**src/rtl/ring_decoder.sv**
```systemverilog
// ring_decoder: converts a sampled one-hot ring vector into a binary index,
// checks one-hot validity and single-step left rotation, tracks lock status
// and keeps a saturating count of error cycles. All outputs are registered.
module ring_decoder #(
  parameter int WIDTH      = 32,
  parameter int IDX_W      = 5,
  parameter int LOCK_COUNT = 4,
  parameter int ERR_CNT_W  = 16
) (
  input  logic                 clk,
  input  logic                 reset,
  input  logic [WIDTH-1:0]     ring_in,
  input  logic                 ring_vld,
  input  logic                 err_clr,
  output logic [IDX_W-1:0]     idx,
  output logic                 idx_vld,
  output logic                 onehot_err,
  output logic                 seq_err,
  output logic                 locked,
  output logic [ERR_CNT_W-1:0] err_count
);

  localparam int RUN_W = $clog2(LOCK_COUNT + 1);
  localparam logic [ERR_CNT_W-1:0] ERR_MAX = '1;

  typedef enum logic [1:0] {
    SEARCH,
    TRACK,
    LOCKED
  } state_t;

  state_t               r_state;
  state_t               w_nextState;
  logic [RUN_W-1:0]     r_run;
  logic [RUN_W-1:0]     w_nextRun;
  logic [RUN_W-1:0]     w_runInc;
  logic                 r_locked;

  logic [IDX_W-1:0]     r_idx;
  logic                 r_idxVld;
  logic                 r_onehotErr;
  logic                 r_seqErr;
  logic                 r_havePrev;
  logic [ERR_CNT_W-1:0] r_errCount;

  logic [IDX_W-1:0]     w_pos;
  logic [IDX_W-1:0]     w_expIdx;
  logic                 w_isOneHot;
  logic                 w_good;
  logic                 w_ohErr;
  logic                 w_seqErr;
  logic                 w_anyErr;

  // A vector is one-hot when it is nonzero and clearing its lowest set bit leaves nothing.
  assign w_isOneHot = (ring_in != '0) && ((ring_in & (ring_in - WIDTH'(1))) == '0);
  assign w_good     = ring_vld & w_isOneHot;
  assign w_ohErr    = ring_vld & ~w_isOneHot;

  // The previous index is always held in r_idx; its successor wraps from WIDTH-1 to 0.
  assign w_expIdx   = (r_idx == IDX_W'(WIDTH - 1)) ? '0 : r_idx + IDX_W'(1);
  assign w_seqErr   = w_good & r_havePrev & (w_pos != w_expIdx);
  assign w_anyErr   = w_ohErr | w_seqErr;
  assign w_runInc   = r_run + RUN_W'(1);

  // Encode the set bit position; only meaningful when the sample is one-hot.
  always_comb begin
    w_pos = '0;
    for (int i = 0; i < WIDTH; i++) begin
      if (ring_in[i]) begin
        w_pos = IDX_W'(i);
      end
    end
  end

  // Lock FSM next-state: count in-sequence successors until LOCK_COUNT is reached.
  always_comb begin
    w_nextState = r_state;
    w_nextRun   = r_run;
    case (r_state)
      SEARCH: begin
        if (w_good) begin
          w_nextState = TRACK;
          w_nextRun   = '0;
        end
      end
      TRACK: begin
        if (!w_good) begin
          w_nextState = SEARCH;
          w_nextRun   = '0;
        end else if (w_seqErr) begin
          w_nextRun   = '0;
        end else begin
          w_nextRun = w_runInc;
          if (w_runInc == RUN_W'(LOCK_COUNT)) begin
            w_nextState = LOCKED;
          end
        end
      end
      LOCKED: begin
        if (!w_good) begin
          w_nextState = SEARCH;
          w_nextRun   = '0;
        end else if (w_seqErr) begin
          w_nextState = TRACK;
          w_nextRun   = '0;
        end
      end
      default: begin
        w_nextState = SEARCH;
        w_nextRun   = '0;
      end
    endcase
  end

  // Lock FSM state register; locked is registered from the next state so it aligns with idx.
  always_ff @(posedge clk) begin
    if (reset) begin
      r_state  <= SEARCH;
      r_run    <= '0;
      r_locked <= 1'b0;
    end else begin
      r_state  <= w_nextState;
      r_run    <= w_nextRun;
      r_locked <= (w_nextState == LOCKED);
    end
  end

  // Registered index, validity, error pulses and the saturating error counter.
  always_ff @(posedge clk) begin
    if (reset) begin
      r_idx       <= '0;
      r_idxVld    <= 1'b0;
      r_onehotErr <= 1'b0;
      r_seqErr    <= 1'b0;
      r_havePrev  <= 1'b0;
      r_errCount  <= '0;
    end else begin
      r_idxVld    <= w_good;
      r_onehotErr <= w_ohErr;
      r_seqErr    <= w_seqErr;
      r_havePrev  <= w_good;
      if (w_good) begin
        r_idx <= w_pos;
      end
      if (err_clr) begin
        r_errCount <= w_anyErr ? ERR_CNT_W'(1) : '0;
      end else if (w_anyErr && (r_errCount != ERR_MAX)) begin
        r_errCount <= r_errCount + ERR_CNT_W'(1);
      end
    end
  end

  assign idx        = r_idx;
  assign idx_vld    = r_idxVld;
  assign onehot_err = r_onehotErr;
  assign seq_err    = r_seqErr;
  assign locked     = r_locked;
  assign err_count  = r_errCount;

endmodule

```
**config.mk**
```make
export PLATFORM = sky130hd
export DESIGN_NAME = ring_decoder
export DESIGN_NICKNAME = d
export VERILOG_FILES = /design/src/rtl/ring_decoder.sv
export SDC_FILE = /design/constraint.sdc
export NUM_CORES = 1
export LEC_CHECK = 0
export BUFFER_PORTS_ARGS = -buffer_cell sky130_fd_sc_hd__buf_2
export CAP_MARGIN = 10
export CORE_ASPECT_RATIO = 1.1
export CORE_UTILIZATION = 40
export CTS_CLUSTER_DIAMETER = 120
export DETAILED_ROUTE_END_ITERATION = 8
export PLACE_DENSITY = 0.7
export SLEW_MARGIN = 25
export SYNTH_ARGS = -nofsm -noshare
export SYNTH_HDL_FRONTEND = slang
export SYNTH_SLANG_ARGS = --single-unit
export TNS_END_PERCENT = 20
```
**constraint.sdc**
```tcl
create_clock -name clk -period 6.1 [get_ports clk]
set_input_delay 0.915 -clock clk [delete_from_list [all_inputs] [get_ports clk]]
set_output_delay 0.915 -clock clk [all_outputs]
set_load 0.05 [all_outputs]
```
==> flow_results.org, run 1 <==
** Placed design
- The HPWL after detailed placement is 4946 um.
- Placed standard-cell area :: 0.002924 mm^2
- The congestion estimate from routability-driven global placement came to 0.8891.
- Placed insts :: 449
- Port buffering added 60 buffers.
- Prior to clock tree synthesis, the placed netlist has a worst setup slack of 1.991 ns.

** Clock tree
- Clock-pin slew was measured on the worst setup and hold paths at 0.07 ns.
- The number of hold buffers added after CTS was 0.
- Inserted Clock Buffers :: 5
- CTS root buffer :: sky130_fd_sc_hd__clkbuf_8
- CTS tree :: built
- For this design, the sink count on the clock tree is 30.
- Post-CTS Setup Bufs :: 0
- In this run the number of H-tree levels came out at 2.
- Maximum number of buffers from clock root to sink :: 2
- After clock tree synthesis, the repair step resized 0 gates.
- For the worst-skew pair, the clock arrives at the later sink with an insertion delay of 0.28 ns.

** Global routing
- The first global-routing pass estimated 11060 um of wire.
- Total congestion overflow after global routing :: 0
- The number of global-route vias before repair was 2386.
- Pin count of the biggest net entering global routing :: 32
- Number of antenna violations at the first check in global routing :: 0
- For this run, the total global-route usage over all layers was measured as 0.1992.

** Yosys
- In the post-synthesis netlist, the cell with the most instances is sky130_fd_sc_hd__nand2_1.
- In the synthesized netlist, the cells that appear most often are sky130_fd_sc_hd__nand2_1 (36), sky130_fd_sc_hd__dfxtp_1 (30), sky130_fd_sc_hd__nor2_1 (24).
- Top_reg_cell synth :: sky130_fd_sc_hd__dfxtp_1
- In the synthesized netlist, the number of instances is 323.
- Biggest area consumer among synthesized cells :: sky130_fd_sc_hd__dfxtp_1
- Top area cells in the synthesized netlist :: sky130_fd_sc_hd__dfxtp_1 (23%), sky130_fd_sc_hd__mux2i_1 (6.9%), sky130_fd_sc_hd__nand2_1 (5.2%), sky130_fd_sc_hd__or3_1 (5.1%), sky130_fd_sc_hd__nor2_1 (3.5%)
- Simple-gate portion of the synthesized area :: 0.3621
- Proportion of netlist area held by the largest area contributor :: 0.2314
- The number of different library cells used by synthesis comes to 64.
- Dominant combinational cell family by area after synthesis :: simple AND/OR/NAND/NOR gates
- Xor/xnor share of the synthesized area :: 0.02363
- Proportion of synthesized area in mux cells :: 0.06943
- Fraction of the mapped netlist area in compound gates :: 0.2382
- After synthesis, the mean cell area works out to 8.034 um^2.
- Cell area after technology mapping :: 0.002595 mm^2
- Count of state elements after synthesis :: 30
- The Yosys step of the flow raised 0 warnings.
- Of all flip-flops after synthesis, the portion carrying an async set or reset was 0.
- Of the total synthesized cell area, the portion taken by full adders, half adders and majority gates is 0.03182.
- Of the synthesized area, sequential elements account for 0.2314.
- Counting flops with a built-in enable in the synthesized netlist gives 0.
- Post-synth net total :: 364

** Timing
- At the pin with the least slew margin, the transition time is 0.8761 ns.
- Final worst-path setup slack :: 2.242 ns
- Subtracting the final worst setup slack from the clock period gives 3.858 ns.
- RSZ-0062 raised after global routing :: false
- Setup violations remaining at the end of the flow were counted as 0.
- Across the routed clock network, the largest skew measured is 0.005599 ns.
- Highest achievable clock rate :: 259.2 MHz
- Number of hold violations in the final report :: 0
- Worst-case headroom to the max-slew limit :: 0.4140
- The tightest hold path in the finished design has a slack of 0.4816 ns.
- Number of slew-limit violations in the final report :: 0
- Post-route setup TNS :: 0 ns
- Of the available clock period, the critical path in the final layout requires 0.6325.

** Cells and area
- After routing the design area is 0.003052 mm^2.
- Filler Cells Inserted :: 642
- Area taken by flip-flops and latches :: 600.6 um^2
- Layout cell share with drive strength beyond 1 :: 0.2646
- The multi-input combinational cells in the finished layout cover a total of 0.001884 mm^2.
- Once layout is complete, the cells apart from fillers number 458.
- The number of antenna diodes in the final layout is 0.
- Relative area change from synthesis to final layout :: 17.60%
- Final Util :: 0.4898
- In the final design database the tool counted 418 nets.

** Min path
- The tightest min-delay check is of the reg -> reg type.
- Hold path startpoint :: err_count[8]$_SDFFE_PP0P_
- Worst Hold Path Cells :: 2
- Sink of the worst hold path :: err_count[8]$_SDFFE_PP0P_

** Route
- The count of nets left with antenna violations once routing finished came out at 0.
- Final wirelength :: 6777 um
- The pre-antenna-repair detailed-routing pass consisted of 5 iterations.
- Vias post-DR :: 2682
- WL/cell :: 14.80 um
- Count of routing violations after the opening detailed-route iteration :: 192
- Dividing the detail-routed via count by the number of cells gives 5.856.
- For this run, design rule violations remaining after detail routing come to 0.

** Critical path
- Class of the most critical setup path :: in -> reg
- R2R Path End :: err_count[0]$_SDFFE_PP0P_
- Among all stages on the critical path, the largest delay is contributed by sky130_fd_sc_hd__nor3_4.
- Required time of the worst setup path :: 6.29 ns
- For the worst flop-to-flop path, the logic depth is 10.
- Of all nets on the critical path, the largest fanout is 18.
- In this run the critical register-to-register path is launched from idx[0]$_SDFFE_PP0P_.
- In this run the worst setup path begins at ring_in[0].
- Data arrival at the endpoint of the critical path :: 4.05 ns
- Slowest Stage Delay on Critical Path :: 0.71 ns
- STA classifies the critical path startpoint as a primary input.
- The worst register-to-register path has a setup slack of 3.47 ns.
- The worst setup path is captured at a register.
- The signal on the critical path passes through buf_2 > nor4_2 > nand4_2 > a2111oi_0 > nor2_1 > or3_1 > nor3_4 > nand2_2 > nor4b_1.

** Power and ir drop
- The analysis attributes to net switching a power of 0.1364 mW.
- Part of the power in registers :: 0.411
- Summing internal, switching and leakage power gives 0.4819 mW.
- Of the total power, combinational logic draws 0.164.
- Power Dens Cells :: 157.9 mW/mm^2
- Switching power share of the total :: 0.2831
- Total leakage power :: 1.198 nW
- The internal power of the cells totals 0.3455 mW.
- Proportion of power drawn by the clock network :: 0.425
- Across the VDD grid, the largest voltage drop is 0.0001161 V.

** Floorplan
- I/O pin count :: 61
- After floorplanning, the core was sized to cover 0.006231 mm^2.
- Die Y :: 86.48 um
- The floorplan has 30 rows.
- Full die area :: 0.006814 mm^2
- Starting utilization of the core area :: 0.4165
- The floorplan step set the die width to 78.80 um.

** Job
- Max-Cap Viols :: 0

** Run status
- The run finished with clean final reports.
==> layer usage <==
| metal | global-route usage | wire [um] |
|---|---|---|
| met1 | 0.2694 | 3306 |
| met2 | 0.3336 | 3210 |
| met3 | 0.04211 | 260 |
| met4 | 0.02357 | 0 |
| met5 | 0 | 0 |
==> cell type report <==
type                       count  share of cell area
tap                           80             0.03280
inverter                      11             0.01353
timing repair buffer          61              0.1021
sequential                    30              0.1968
multi-input combinational    268              0.6175
clock inverter                 3             0.01476
clock buffer                   5             0.02255
==> critical path: cells and delay by family <==
kind / cells / cell delay (ns)
buffers and inverters: 1 / 0.11
AOI/OAI and AO/OA: 1 / 0.48
and+or+nand+nor: 7 / 2.54
==> how the worst max path moves through the flow <==
stage / endpoint / slack, ns / depth (start not counted)
CTS: r_state[1]$_SDFF_PP0_ / 2.26 / 9
global placement: err_count[0]$_SDFFE_PP0P_ / 2.07 / 9
global route: r_state[0]$_SDFF_PP0_ / 1.89 / 9
floorplan: idx[4]$_SDFFE_PP0P_ / 2.88 / 10
finish: r_state[1]$_SDFF_PP0_ / 2.24 / 9
detailed placement: r_state[0]$_SDFF_PP0_ / 1.99 / 9
==> cell families (layout without fill, tap and decap cells) <==
group / count (synthesis) / count (layout)
flops: 30 / 30
xor+xnor: 7 / 7
compound gates: 78 / 78
mux: 18 / 18
fa+ha+maj: 7 / 7
simple gates: 158 / 158
buf+inv: 25 / 80
==> power groups by stage <==
stage	Clock (mW)	Combinational (mW)	Sequential, mW
2_1_floorplan	0	0.0386	0.206
3_3_place_gp	0	0.0762	0.203
3_5_place_dp	0	0.0774	0.203
4_1_cts	0.207	0.0778	0.198
5_1_grt	0.219	0.0858	0.198
6_report	0.205	0.0789	0.198
==> placed cells by master (no fill, tap or decap), types with 3 or more instances in the layout <==
master / Yosys / final
sky130_fd_sc_hd__nand2_1: 36 / 36
sky130_fd_sc_hd__nand2b_1: 4 / 4
sky130_fd_sc_hd__ha_1: 5 / 5
sky130_fd_sc_hd__nor4b_1: 3 / 3
sky130_fd_sc_hd__nor4_2: 5 / 5
sky130_fd_sc_hd__or3_1: 21 / 21
sky130_fd_sc_hd__o211a_1: 3 / 3
sky130_fd_sc_hd__nor4_4: 3 / 3
sky130_fd_sc_hd__o31a_1: 4 / 4
sky130_fd_sc_hd__and3_1: 5 / 5
sky130_fd_sc_hd__dfxtp_1: 30 / 30
sky130_fd_sc_hd__nor2b_1: 6 / 6
sky130_fd_sc_hd__nor2_1: 24 / 23
sky130_fd_sc_hd__nor4_1: 5 / 5
sky130_fd_sc_hd__nand4_1: 7 / 7
sky130_fd_sc_hd__inv_1: 11 / 11
sky130_fd_sc_hd__nand3_1: 9 / 9
sky130_fd_sc_hd__nor3_1: 10 / 10
sky130_fd_sc_hd__xor2_1: 3 / 3
sky130_fd_sc_hd__o21ai_0: 10 / 10
sky130_fd_sc_hd__buf_2: 3 / 60
sky130_fd_sc_hd__xnor2_1: 4 / 4
sky130_fd_sc_hd__clkbuf_8: 0 / 5
sky130_fd_sc_hd__a221o_1: 3 / 3
sky130_fd_sc_hd__and2_1: 3 / 3
sky130_fd_sc_hd__o31ai_1: 4 / 4
sky130_fd_sc_hd__o211ai_1: 3 / 3
sky130_fd_sc_hd__a21oi_2: 9 / 9
sky130_fd_sc_hd__a21oi_1: 14 / 14
sky130_fd_sc_hd__mux2i_1: 18 / 18
sky130_fd_sc_hd__or4_1: 5 / 5
==> registers in the layout, summed over array words and instances (netlist names) <==
signal      cells
r_havePrev      1
idx             5
onehot_err      1
seq_err         1
r_run           3
r_state         2
locked          1
err_count      16
Note: power is estimated with default switching activity, not from simulation.
==> inputs of run 2 (changes only) <==
- clock period: 6.1 -> 3.98 ns (I/O delays scaled with it)
==> run 2 against run 1 <==
  * Wire length up 1.6%
  * Design area increased by 0.49%
  * Critical endpoint is now locked$_SDFF_PP0_
  * Non-clock buffer count grew 3
  * Highest routed layer is now met4
==> flow_results.org, run 2 (synthesis gave the netlist of run 1 again) <==
** Clock tree
- Hold-fix buffer count after cts :: 0 (unchanged)
- Clock latency on the worst-skew pair :: 0.28 ns (about the same)
- Inserted Clock Buffers :: 5 (unchanged)
- CTS tree :: built (unchanged)
- The count of clock tree sinks is 30 (unchanged).
- Clock transition at the register clock pins on the worst setup and hold paths after CTS :: 0.06 ns (was 0.07 ns)
- The H-tree depth reported by CTS came to 2 (unchanged).
- Number of gates given a new drive strength after cts :: 0 (unchanged)
- Maximum number of buffers from clock root to sink :: 2 (unchanged)
- Post-CTS Setup Bufs :: 0 (unchanged)
- CTS root buffer :: sky130_fd_sc_hd__clkbuf_8 (unchanged)

** Cells and area
- The number of diodes came to 0 (unchanged).
- Area occupied by multi-input gates :: 0.001884 mm^2 (unchanged)
- The number of fill cells was 640 (was 642).
- Number of nets in the finished design :: 421 (was 418)
- The share of cells above drive strength 1 is 0.2703 (was 0.2646).
- Relative area change from synthesis to final layout :: 18.18% (was 17.60%)
- The number of flip-flops in the largest register came to 16 (unchanged).
- The leading cell type in the layout, fill and taps excluded is sky130_fd_sc_hd__buf_2 (unchanged).
- The area used by sequential logic in the layout came to 600.6 um^2 (unchanged).
- Highest-count cells in the layout ignoring fill and taps: sky130_fd_sc_hd__buf_2 (60), sky130_fd_sc_hd__nand2_1 (36), sky130_fd_sc_hd__dfxtp_1 (30) (unchanged).
- The final design instance area without fill came to 0.003067 mm^2 (was 0.003052 mm^2).

** Floorplan
- The boundary pin count was 61 (unchanged).
- Die Width :: 78.80 um (unchanged)
- The placement row count came to 30 (unchanged).
- The effective utilization at floorplan is 0.4165 (unchanged).
- Placeable core region :: 0.006231 mm^2 (unchanged)
- The y dimension of the die came to 86.48 um (unchanged).
- Full die area :: 0.006814 mm^2 (unchanged)

** Timing
- Number of slew-limit violations in the final report :: 0 (unchanged)
- Transition at the pin with the smallest max-transition slack :: 0.6709 ns (was 0.8761 ns)
- RSZ-0062 raised after global routing: false (unchanged).
- Timing would allow up to 312.2 MHz.
- Dividing the final minimum period by the clock period gives 0.8047.
- The setup violation total in the final timing report came to 0 (unchanged).
- Post-route setup TNS :: 0 ns (unchanged)
- Skew final :: 0.007303 ns (was 0.005599 ns)
- The headroom to the max-slew limit is 0.5522 (was 0.4140).
- The worst path needs 3.203 ns of the cycle, external delays included.
- Number of hold violations in the final report :: 0 (unchanged)

** Global routing
- The number of antenna violations at the first check in global routing came to 0 (unchanged).
- The number of global-route vias before repair is 2422 (was 2386).
- The global routing usage on met1 was 0.2799 (was 0.2694).
- The met3 usage in global routing came to 0.02632 (was 0.04211).
- The overall routing resource usage came to 0.2091 (was 0.1992).
- The remaining global-route overflow came to 0 (unchanged).
- The global routing's busiest layer is met2 (unchanged).
- The global routing usage on met2 came to 0.3518 (was 0.3336).
- The first-pass GRT wire length came to 11500 um (was 11060 um).
- Pin count of the biggest net entering global routing :: 32 (unchanged)

** Power and ir drop
- Psw :: 0.1991 mW (was 0.1364 mW)
- Part of the power in combinational logic :: 0.167 (was 0.164)
- The share of total power in sequential cells was 0.424 (was 0.411).
- The leakage dissipation is 1.220 nW (was 1.198 nW).
- The clock power share is 0.409 (was 0.425).
- The worst ir drop on vdd is 0.0001844 V (was 0.0001161 V).
- The areal power density over the cells was 233.8 mW/mm^2 (was 157.9 mW/mm^2).
- Switching power share of the total :: 0.2776 (was 0.2831)
- The cell-internal power was 0.5179 mW (was 0.3455 mW).

** Critical path
- The signal arrival time at the worst endpoint came to 3.37 ns (was 4.05 ns).
- The sort of element at the start of the critical path is a primary input (unchanged).
- Cell Chain, Critical Path: buf_2 > nor4_2 > nand4_2 > a2111oi_0 > nor2_1 > or3_1 > nor3_4 > nand2_2 > nor4b_1 (unchanged).
- The peak fanout along the critical path came to 13 (was 18).
- Class of the most critical setup path :: in -> reg (unchanged)
- CP max-delay cell :: sky130_fd_sc_hd__or3_1 (was sky130_fd_sc_hd__nor3_4)
- Slowest Stage Delay on Critical Path :: 0.47 ns (was 0.71 ns)
- Critical path capture point type :: register (unchanged)
- Required time of the worst setup path :: 4.14 ns (was 6.29 ns)

** Run status
- Run status: finished, final reports clean (unchanged).

** Placed design
- Weighted congestion at the end of routability-driven global placement :: 0.8583 (was 0.8891)
- The quantity of I/O buffers inserted on ports was 60 (unchanged).
- Post-DP HPWL :: 5168 um (was 4946 um)
- The instance area after placement came to 0.002954 mm^2 (was 0.002924 mm^2).

** Route
- The DRC marker count from the first detailed-route iteration was 228 (was 192).
- Detailed-route vias per instance :: 5.755 (was 5.856)
- The first-pass iteration count of the detailed router was 4 (was 5).
- Drc violations :: 0 (unchanged)
- The final antenna-violating net count came to 0 (unchanged).
- WL/cell :: 14.93 um (was 14.80 um)
- Vias post-DR :: 2653 (was 2682)
- Final wirelength :: 6883 um (was 6777 um)

** Min path
- Tightest Hold Check Type :: reg -> reg (unchanged)

** Job
- Max-Cap Viols :: 0 (unchanged)
-- run 2: cell types whose count changed in the layout (fill, tap and decap cells not counted) --
cell and delta:
sky130_fd_sc_hd__buf_6 -1, sky130_fd_sc_hd__clkbuf_8 +3, sky130_fd_sc_hd__clkinvlp_4 -2, sky130_fd_sc_hd__buf_4 +4
sky130_fd_sc_hd__bufinv_16 -1
-- run 2: routing by layer --
metal	vias up	wire (um)
li1	1346	-
met1	1236	3239
met2	60	3303
met3	11	229
met4	0	110
met5	-	0
-- run 2: critical path, delay by kind of cell --
kind	cells	cell delay [ns]
and+or+nand+nor	7	2.21
AOI/OAI and AO/OA	1	0.45
buffers and inverters	1	0.11
-- run 2: cell type report --
cell class | count | area share
Multi-Input combinational cell | 268 | 0.6144
Sequential cell | 30 | 0.1958
Timing Repair Buffer | 64 | 0.1077
Clock buffer | 8 | 0.03590
Tap cell | 80 | 0.03264
Inverter | 11 | 0.01346
-- run 2: stage by stage --
stage	cells	util	setup slack, ns	total power, mW	hold WS, ns
floorplan	323	-	1.081	0.3755	0.4993
global placement	453	0.4741	0.5639	0.4272	0.4642
detailed placement	453	0.4741	0.4982	0.4287	0.4767
CTS	461	0.4918	0.7787	0.7212	0.4848
global route	461	0.4922	0.4973	0.7509	0.5086
finish	461	0.4922	0.7774	0.7170	0.4835
-- run 2: final timing paths --
check | end | cells after the start | from | slack (ns)
max | locked$_SDFF_PP0_ | 9 | ring_in[0] | 0.78
min | err_count[8]$_SDFFE_PP0P_ | 2 | err_count[8]$_SDFFE_PP0P_ | 0.48
max reg2reg | err_count[0]$_SDFFE_PP0P_ | 10 | idx[0]$_SDFFE_PP0P_ | 1.27
min reg2reg | err_count[8]$_SDFFE_PP0P_ | 2 | err_count[8]$_SDFFE_PP0P_ | 0.48
-- run 2: power groups by stage --
stage	Sequential [mW]	Clock (mW)	Combinational, mW
after floorplan	0.316	0	0.0591
after global placement	0.311	0	0.117
after detailed placement	0.311	0	0.118
after CTS	0.304	0.299	0.119
after global routing	0.304	0.316	0.131
final	0.304	0.293	0.120
==> inputs of run 3 (changes only) <==
- PLACE_DENSITY: 0.7 -> 0.73
- clock period: 3.98 -> 2.6 ns (I/O delays scaled with it)
==> run 3 against run 2 <==
  * Non-clock buffer count increased by 57
  * Worst hold slack got worse by 0.027 ns
  * Critical path depth increased by 3
  * Sequential power increased by 53%
  * Sequential share of layout area decreased by 3.3 points
  * Design area increased by 20%
  * First-iteration DRC count decreased by 37%
  * Critical path type unchanged
  * Highest routed layer unchanged
==> flow_results.org, run 3 (synthesis gave the netlist of run 1 again) <==
** Timing
- RSZ-0062 raised after global routing: true (was false).
- The final number of max-transition violations is 0 (unchanged).
- Counting I/O delays and the setup requirement, the final critical path takes 2.502 ns.
- Highest achievable clock rate :: 399.6 MHz
- The transition time at the pin with the least slew margin was 0.6345 ns (was 0.6709 ns).
- Post-route worst hold slack :: 0.4562 ns (was 0.4835 ns)
- Worst-case headroom to the max-slew limit :: 0.5755 (was 0.5522)
- The number of hold violations in the final report came to 0 (unchanged).
- Post-route setup TNS :: 0 ns (unchanged)
- The maximum clock skew at final layout is 0.008360 ns (was 0.007303 ns).
- Period utilization :: 0.9624
- Final Setup Violations :: 0 (unchanged)

** Floorplan
- The floorplan core area is 0.006231 mm^2 (unchanged).
- Placement row count :: 30 (unchanged)
- Full die area :: 0.006814 mm^2 (unchanged)
- The effective utilization at floorplan is 0.4165 (unchanged).
- The y dimension of the die was 86.48 um (unchanged).
- The boundary pin count is 61 (unchanged).
- Die Width :: 78.80 um (unchanged)

** Critical path
- The kind of capture point of the worst setup path is a register (unchanged).
- The reg-to-reg startpoint was idx[0]$_SDFFE_PP0P_ (unchanged).
- The class of the most critical setup path is in -> reg (unchanged).
- Number of cells traversed by the worst register-to-register path :: 11 (was 10)
- The setup slack on the worst flop-to-flop path was 0.25 ns (was 1.27 ns).
- The sort of element at the start of the critical path is a primary input (unchanged).
- Largest fanout on the critical path :: 10 (was 13)
- The signal arrival time at the worst endpoint was 2.72 ns (was 3.37 ns).
- The required time of the critical path is 2.82 ns (was 4.14 ns).
- The endpoint of the lowest-slack register-to-register path was r_run[1]$_SDFFE_PP0P_ (was err_count[0]$_SDFFE_PP0P_).

** Cells and area
- The number of diodes came to 0 (unchanged).
- Number of nets in the finished design :: 478 (was 421)
- Max reg flops :: 16 (unchanged)
- The relative area change from synthesis to final layout came to 41.95% (was 18.18%).
- The share of cells above drive strength 1 was 0.3899 (was 0.2703).
- Final Util :: 0.5912 (was 0.4922)
- Filler Cells Inserted :: 594 (was 640)
- Highest-count cells in the layout ignoring fill and taps: sky130_fd_sc_hd__buf_2 (55), sky130_fd_sc_hd__buf_4 (55), sky130_fd_sc_hd__nand2_1 (36) (was sky130_fd_sc_hd__buf_2 (60), sky130_fd_sc_hd__nand2_1 (36), sky130_fd_sc_hd__dfxtp_1 (30)).

** Global routing
- Met3 Usage GRT :: 0.04105 (was 0.02632)
- Total Routing Usage GR :: 0.2310 (was 0.2091)
- The first-pass GRT wire length is 12760 um (was 11500 um).
- Pin count of the biggest net entering global routing :: 32 (unchanged)
- Most congested layer reported by global routing :: met2 (unchanged)
- Number of global-route vias before repair :: 2806 (was 2422)
- Number of antenna violations at the first check in global routing :: 0 (unchanged)
- The remaining global-route overflow was 0 (unchanged).
- GR Layer Usage met2 :: 0.3953 (was 0.3518)
- The global routing usage on met1 came to 0.2938 (was 0.2799).

** Min path
- Worst Hold Path Cells :: 3 (was 2)
- Hold path startpoint :: ring_vld (was err_count[8]$_SDFFE_PP0P_)
- The hold-critical path endpoint was seq_err$_SDFF_PP0_ (was err_count[8]$_SDFFE_PP0P_).
- The type of the worst min-delay path is in -> reg (was reg -> reg).

** Clock tree
- The count of clock tree sinks came to 30 (unchanged).
- Inserted Clock Buffers :: 5 (unchanged)
- The H-tree depth reported by CTS is 2 (unchanged).
- The clock root buffer is sky130_fd_sc_hd__clkbuf_8 (unchanged).
- The clock edge transition at the registers on the reported setup and hold paths was 0.07 ns (was 0.06 ns).
- Maximum number of buffers from clock root to sink :: 2 (unchanged)
- The clock tree from TritonCTS was built (unchanged).
- Clock latency on the worst-skew pair :: 0.29 ns (was 0.28 ns)

** Power and ir drop
- Power Dens Cells :: 297.4 mW/mm^2 (was 233.8 mW/mm^2)
- Switching power share of the total :: 0.2892 (was 0.2776)
- Total leakage power :: 1.554 nW (was 1.220 nW)
- The cell-internal power came to 0.7787 mW (was 0.5179 mW).
- Psw :: 0.3169 mW (was 0.1991 mW)
- Peak ir drop on the vdd network :: 0.0001728 V (was 0.0001844 V)
- The fraction of power consumed by combinational cells was 0.232 (was 0.167).
- Part of the power in registers :: 0.425 (was 0.424)
- Proportion of power drawn by the clock network :: 0.344 (was 0.409)

** Placed design
- Weighted congestion at the end of routability-driven global placement :: 0.9100 (was 0.8583)
- The post-detailed-placement half-perimeter wirelength came to 5729 um (was 5168 um).
- The quantity of I/O buffers inserted on ports is 60 (unchanged).

** Route
- Vias post-DR :: 2931 (was 2653)
- The remaining routing DRC violations came to 0 (unchanged).
- Number of antenna-violating nets in the routed design :: 0 (unchanged)
- The routed length per instance came to 14.73 um (was 14.93 um).
- The DRC marker count from the first detailed-route iteration came to 143 (was 228).
- The routed wire length was 7602 um (was 6883 um).
- Detailed-route vias per instance :: 5.680 (was 5.755)
- First-pass iteration count of the detailed router :: 4 (unchanged)

** Run status
- Run status :: finished, final reports clean (unchanged)

** Job
- The max-cap violation count was 0 (unchanged).
-- run 3: cell count changes in the layout (fill, tap and decap cells not counted), moves of 4 or more --
cell	delta
sky130_fd_sc_hd__buf_4	+51
sky130_fd_sc_hd__buf_6	+8
sky130_fd_sc_hd__buf_2	-5
sky130_fd_sc_hd__nor4_2	-4
sky130_fd_sc_hd__nor4_4	+4
-- run 3: power groups by stage --
stage	Sequential [mW]	Clock (mW)	Combinational [mW]
global placement	0.475	0	0.230
CTS	0.465	0.387	0.237
finish	0.465	0.377	0.254
detailed placement	0.475	0	0.233
floorplan	0.484	0	0.0943
global route	0.465	0.404	0.275
-- run 3: worst max-delay path: stages --
cell and delay, ns:
sky130_fd_sc_hd__buf_2 0.12, sky130_fd_sc_hd__buf_4 0.18, sky130_fd_sc_hd__or3_1 0.32, sky130_fd_sc_hd__a221o_1 0.28, sky130_fd_sc_hd__a21oi_2 0.14, sky130_fd_sc_hd__o221ai_2 0.17
sky130_fd_sc_hd__xnor2_2 0.18, sky130_fd_sc_hd__o31ai_4 0.42, sky130_fd_sc_hd__buf_6 0.18, sky130_fd_sc_hd__buf_4 0.11, sky130_fd_sc_hd__a2bb2oi_1 0.05, sky130_fd_sc_hd__a21oi_1 0.15
-- run 3: per-stage QoR --
stage	worst slack, ns	total power, mW	cells	instance area [um^2]
global route	-0.04769	1.144	516	3684
CTS	0.01388	1.089	513	3535
finish	0.09780	1.096	516	3684
global placement	-0.4433	0.7049	506	3410
floorplan	-0.04297	0.5786	323	2656
detailed placement	-0.3793	0.7084	506	3410
-- run 3: final cells by class --
class,instances,area (um^2),area share
repair buffers,121,833.3,0.2262
multi-input cells,268,2026,0.5499
inverters,11,41.29,0.01121
well taps,80,100.1,0.02717
clock buffers,6,82.58,0.02242
flip-flops and latches,30,600.6,0.1630
-- run 3: worst max path at each step --
stage                     cells past startpoint                        end         from  slack, ns
after floorplan                              10        idx[4]$_SDFFE_PP0P_  ring_in[11]      -0.04
after global placement                       10  err_count[6]$_SDFFE_PP0P_  ring_in[12]      -0.44
after detailed placement                     10  err_count[6]$_SDFFE_PP0P_  ring_in[12]      -0.38
after CTS                                    12      r_run[1]$_SDFFE_PP0P_  ring_in[12]       0.01
after global routing                         10        idx[4]$_SDFFE_PP0P_   ring_in[8]      -0.05
final                                        12      r_run[1]$_SDFFE_PP0P_  ring_in[16]        0.1
-- run 3: timing repair --
action                                 4_1_cts  5_1_grt
endpoints found under the hold margin        0        0
resized for setup                            4       26
pin swaps                                    3        6
hold buffers                                 0        0
setup buffers                                1        3
setup endpoints to repair                   16       29
-- run 3: routing by layer --
metal | share of wire | routed length (um) | vias up
met3 | 0.034 | 258 | 11
met2 | 0.51 | 3875 | 62
met1 | 0.44 | 3350 | 1401
met5 | 0 | 0 | -
li1 | - | - | 1457
met4 | 0.016 | 118 | 0
